===== config.mk =====
export PLATFORM = sky130hd
export DESIGN_NAME = register_file
export DESIGN_NICKNAME = d
export VERILOG_FILES = /design/src/rtl/register_file_pkg.sv /design/src/rtl/register_file_operand_resolve.sv /design/src/rtl/register_file.sv
export SDC_FILE = /design/constraint.sdc
export NUM_CORES = 2
export LEC_CHECK = 0
export ABC_AREA = 1
export ABC_CLOCK_PERIOD_IN_PS = 3300
export CAP_MARGIN = 25
export CELL_PAD_IN_SITES_DETAIL_PLACEMENT = 1
export CELL_PAD_IN_SITES_GLOBAL_PLACEMENT = 1
export CORE_ASPECT_RATIO = 0.5
export CORE_UTILIZATION = 40
export DETAILED_ROUTE_END_ITERATION = 12
export PLACE_DENSITY_LB_ADDON = 0.15
export SETUP_SLACK_MARGIN = 0.3
export SYNTH_ARGS = -nofsm -noshare
export SYNTH_HDL_FRONTEND = slang
export SYNTH_HIERARCHICAL = 1
export SYNTH_SLANG_ARGS = --single-unit

===== constraint.sdc =====
create_clock -name clk_in -period 3.3 [get_ports clk_in]
set_input_delay 0.495 -clock clk_in [delete_from_list [all_inputs] [get_ports clk_in]]
set_output_delay 0.495 -clock clk_in [all_outputs]
set_load 0.1 [all_outputs]

===== src/rtl/register_file_pkg.sv =====
// rtl/register_file_pkg.sv - shared widths, index/tag types and operand source encoding
package register_file_pkg;

  localparam int REG_WIDTH = 5;
  localparam int ROB_WIDTH = 4;
  localparam int ROB_SIZE  = 1 << ROB_WIDTH;
  localparam int NUM_REGS  = 1 << REG_WIDTH;
  localparam int XLEN      = 32;

  typedef logic [REG_WIDTH-1:0]         reg_idx_t;
  typedef logic [$clog2(ROB_SIZE)-1:0]  rob_id_t;
  typedef logic [XLEN-1:0]              word_t;

  // Where a resolved source operand comes from, in priority order.
  typedef enum logic [1:0] {
    SRC_ARCH   = 2'd0,
    SRC_COMMIT = 2'd1,
    SRC_ROB    = 2'd2,
    SRC_WAIT   = 2'd3
  } operand_src_e;

endpackage


===== src/rtl/register_file_operand_resolve.sv =====
// rtl/register_file_operand_resolve.sv - per-source operand priority mux (arch, commit bypass, ROB, tag)
module register_file_operand_resolve
  import register_file_pkg::*;
(
  input  logic [REG_WIDTH-1:0] rs,
  input  logic                 busy,
  input  logic [ROB_WIDTH-1:0] tag,
  input  logic [XLEN-1:0]      arch_val,
  input  logic [REG_WIDTH-1:0] commit_reg_id,
  input  logic [ROB_WIDTH-1:0] commit_rob_id,
  input  logic [XLEN-1:0]      commit_data,
  input  logic                 rob_ready,
  input  logic [XLEN-1:0]      rob_data,
  output logic [XLEN-1:0]      val,
  output logic                 dep_valid,
  output logic [ROB_WIDTH-1:0] dep
);

  operand_src_e src;

  always_comb begin
    src = SRC_WAIT;
    if (rs == '0 || !busy) begin
      src = SRC_ARCH;
    end else if (commit_reg_id == rs && commit_rob_id == tag) begin
      src = SRC_COMMIT;
    end else if (rob_ready) begin
      src = SRC_ROB;
    end
  end

  always_comb begin
    val       = '0;
    dep_valid = 1'b0;
    dep       = tag;
    case (src)
      SRC_ARCH:   val = (rs == '0) ? '0 : arch_val;
      SRC_COMMIT: val = commit_data;
      SRC_ROB:    val = rob_data;
      default:    dep_valid = 1'b1;
    endcase
  end

endmodule


===== src/rtl/register_file.sv =====
// rtl/register_file.sv - architectural register file with rename tags, commit bypass and flush
module register_file
  import register_file_pkg::*;
(
  input  logic                 clk_in,
  input  logic                 rst_in,
  input  logic                 rdy_in,
  input  logic [REG_WIDTH-1:0] dec_rs1,
  input  logic [REG_WIDTH-1:0] dec_rs2,
  output logic [XLEN-1:0]      dec_val_j,
  output logic                 dec_dep_valid_j,
  output logic [ROB_WIDTH-1:0] dec_dep_j,
  output logic [XLEN-1:0]      dec_val_k,
  output logic                 dec_dep_valid_k,
  output logic [ROB_WIDTH-1:0] dec_dep_k,
  input  logic                 dec_rename_en,
  input  logic [REG_WIDTH-1:0] dec_rd,
  input  logic [ROB_WIDTH-1:0] dec_rob_id,
  output logic [ROB_WIDTH-1:0] rob_query_j,
  output logic [ROB_WIDTH-1:0] rob_query_k,
  input  logic                 rob_ready_j,
  input  logic [XLEN-1:0]      rob_data_j,
  input  logic                 rob_ready_k,
  input  logic [XLEN-1:0]      rob_data_k,
  input  logic [REG_WIDTH-1:0] commit_reg_id,
  input  logic [XLEN-1:0]      commit_data,
  input  logic [ROB_WIDTH-1:0] commit_rob_id,
  input  logic                 flush
);

  logic [XLEN-1:0]      val_q  [NUM_REGS];
  logic                 busy_q [NUM_REGS];
  logic [ROB_WIDTH-1:0] tag_q  [NUM_REGS];

  // Later assignments win: commit releases, flush clears, then rename re-claims.
  always_ff @(posedge clk_in or negedge rst_in) begin
    if (!rst_in) begin
      for (int i = 0; i < NUM_REGS; i++) begin
        val_q[i]  <= '0;
        busy_q[i] <= 1'b0;
        tag_q[i]  <= '0;
      end
    end else if (rdy_in) begin
      if (commit_reg_id != '0) begin
        val_q[commit_reg_id] <= commit_data;
        if (busy_q[commit_reg_id] && tag_q[commit_reg_id] == commit_rob_id) begin
          busy_q[commit_reg_id] <= 1'b0;
        end
      end
      if (flush) begin
        for (int i = 0; i < NUM_REGS; i++) begin
          busy_q[i] <= 1'b0;
        end
      end else if (dec_rename_en && dec_rd != '0) begin
        busy_q[dec_rd] <= 1'b1;
        tag_q[dec_rd]  <= dec_rob_id;
      end
    end
  end

  assign rob_query_j = tag_q[dec_rs1];
  assign rob_query_k = tag_q[dec_rs2];

  register_file_operand_resolve u_resolve_j (
    .rs            (dec_rs1),
    .busy          (busy_q[dec_rs1]),
    .tag           (tag_q[dec_rs1]),
    .arch_val      (val_q[dec_rs1]),
    .commit_reg_id (commit_reg_id),
    .commit_rob_id (commit_rob_id),
    .commit_data   (commit_data),
    .rob_ready     (rob_ready_j),
    .rob_data      (rob_data_j),
    .val           (dec_val_j),
    .dep_valid     (dec_dep_valid_j),
    .dep           (dec_dep_j)
  );

  register_file_operand_resolve u_resolve_k (
    .rs            (dec_rs2),
    .busy          (busy_q[dec_rs2]),
    .tag           (tag_q[dec_rs2]),
    .arch_val      (val_q[dec_rs2]),
    .commit_reg_id (commit_reg_id),
    .commit_rob_id (commit_rob_id),
    .commit_data   (commit_data),
    .rob_ready     (rob_ready_k),
    .rob_data      (rob_data_k),
    .val           (dec_val_k),
    .dep_valid     (dec_dep_valid_k),
    .dep           (dec_dep_k)
  );

endmodule

==> metrics.txt <==
Clock transition at path regs=approximately 0.070 ns; worst clock skew=between 0.05 and 0.06 ns; clk_lat worst skew=0.78 ns; Nets=8987; RR Startpoint=tag_q[116]; GRT overflow=0; layout cells sized above 1=0.1115; final hold violations=0; via/cell ratio=6.438; Slew HR=0.3475; register area share after synthesis=0.4480; vias in the first global route=69920; total track usage=0.3750; DRT Pass-1 Iters=6; routed via count=71700; Register-to-Register Path Depth=17; placer congestion estimate=about 0.9; Initial Utilization=0.4031; floorplan die height=289.5 um; CP Launch Type=register; Tmin final=4.038 ns; synth unique cells=29; max-cap viol count=0; critical path type=reg -> out; Data required, critical path=2.80 ns; Power Total=43.88 mW; CTS Buf Count=roughly 120; CP arrival=3.54 ns; # rows=105; CTS tree=built; post-DR wirelength/cell=28.74 um; Hold Path Class=in -> async; Synth Flop Type=dfrtp_1; H-tree depth=3; most frequent cells in the layout=o21ai_0, nand2_1, nor2_1, dfrtp_1, o221ai_1; Avg Cell Area, Syn=7.407 um^2; Post-DRT Antenna Nets=0; Worst setup EP type=primary output; final wirelength=320000 um; fin crit share=1.224; die area=about 0.17 mm^2; Synth Warn #=6; Post-Syn Nets=9060; PwrDens=551.7 mW/mm^2; critical path fanouts, max=4; clk sink count=1184; Slew Limit Fails=0; core area=between 0.15 and 0.2 mm^2; Setup Viol. Count Final=66; clock buffer depth=3; Synth Register Bits=1184; synthesis-to-finish area growth=20.24%; Root Buffer Master=clkbuf_16; FMAX=247.7 MHz; VDD IR max=0.0005099 V; r2r setup slk=0.85 ns; final setup margin=-0.7376 ns; die outline width=a little under 600 um; RSZ-0062 raised after global routing=true; IO Port Bufs=212; actual slew at the worst max-slew pin=0.9787 ns; non-filler cells in the finished layout=11140; Worst R2R End=busy_q[8]; Setup TNS=-41.11 ns; Post-DP HPWL=193500 um; Post-synth EDFFs=0; post-synthesis cell area=0.06614 mm^2; global-route wire length before repair=around 470000 um; Post-Syn Instances=about 9000; asr flop ratio synth=1.000; drt drc=0; violated checks=negative setup slack; status=finished with violations; commonest non-fill, non-tap cell in the layout=o21ai_0; antenna violations before repair=6; pin count of the biggest net entering global routing=130; leakage power=34.19 nW; Hold WS=approximately 0.25 ns; Placed Cells=10900; DRT iter0 DRCs=8580; Top Ports=213
==> through the flow <==
step	instance area, um^2	utilization	worst slack (ns)
after floorplan	67710	-	-0.4650
after global placement	75010	0.4571	-0.6699
after detailed placement	75010	0.4571	-0.6893
after CTS	79140	0.4823	-0.6934
after global routing	79520	0.4846	-0.7853
final	79530	0.4846	-0.7376
==> cell usage after synthesis (all sizes together) (75+ instances only) <==
cell | n | area (um^2)
o22ai | 75 | 469.2
buf | 153 | 818.3
dfrtp | 1184 | 29630
nand2 | 1660 | 6238
nor2 | 1263 | 4783
a21oi | 177 | 885.9
o21ai | 2353 | 11780
nand3 | 271 | 1356
o221ai | 429 | 3757
clkbuf | 776 | 2913
a31oi | 77 | 481.7
nand4 | 164 | 1026
inv | 189 | 709.4
==> layout make-up <==
| class | instances | area (um^2) |
|---|---|---|
| inverter | 192 | 799.5 |
| fill | 19640 | 84560 |
| clock buffer | 169 | 3364 |
| tap | 2193 | 2744 |
| antenna | 2 | 5.005 |
| sequential | 1184 | 29640 |
| clock inverter | 35 | 536.8 |
| multi-input combinational | 6624 | 33520 |
| timing repair buffer | 738 | 8912 |
==> routing by layer <==
layer,GRT usage,vias to the layer above,wire length (um)
li1,-,30880,-
met1,0.5255,36620,136800
met2,0.5687,3452,138700
met3,0.06088,751,28030
met4,0.1770,0,16540
met5,0,-,0
==> critical path, stage by stage, from the launching register on <==
cell      delay (ns)
dfrtp_1         0.43
o21ai_0         0.12
o211ai_1        0.23
nand3_1         0.18
a32oi_4         0.29
xnor2_2         0.15
nand2_2         0.10
nor2_4          0.21
buf_12          0.20
buf_8           0.13
nand4_1         0.20
buf_4           0.23
nand3_4         0.08
buf_12          0.17
==> how the worst max path moves through the flow <==
stage / slack [ns] / to / cells past startpoint / from
2_1_floorplan: -0.47 / dec_val_j[19] / 16 / dec_rs1[0]
3_3_place_gp: -0.67 / dec_val_k[2] / 17 / dec_rs2[0]
3_5_place_dp: -0.69 / dec_val_j[11] / 17 / dec_rs1[0]
4_1_cts: -0.69 / dec_val_k[2] / 15 / tag_q[20]
5_1_grt: -0.79 / dec_val_j[18] / 14 / tag_q[117]
6_report: -0.74 / dec_val_k[2] / 13 / tag_q[73]
==> logic make-up after synthesis <==
kind of cell | Yosys count | share of synthesized area
AND/OR/NAND/NOR | 3373 | 0.2038
AO/OA/AOI/OAI | 3237 | 0.2790
flip-flops | 1184 | 0.4480
buffers and inverters | 1121 | 0.06731
XOR/XNOR | 14 | 0.001854
==> repair_timing <==
item                                    4_1_cts  5_1_grt
hold buffers                                  1        0
endpoints found under the hold margin       116        0
gates cloned                                  1        4
buffers inserted                              8       16
pin swaps                                    34       69
gates resized for setup                      37       64
endpoints found under the setup margin       70       78
==> flip-flops by register name, summed over array words and instances (netlist names) <==
register and cells:
busy_q 32, tag_q 128, val_q 1024
==> where the power goes <==
part / leakage [nW] / internal [mW] / switching, mW
sequential: 15.4 / 16.9 / 2.06
combinational: 16.9 / 3.84 / 6.69
clock: 1.90 / 7.91 / 6.44
Power figures use the tool's default switching activity.
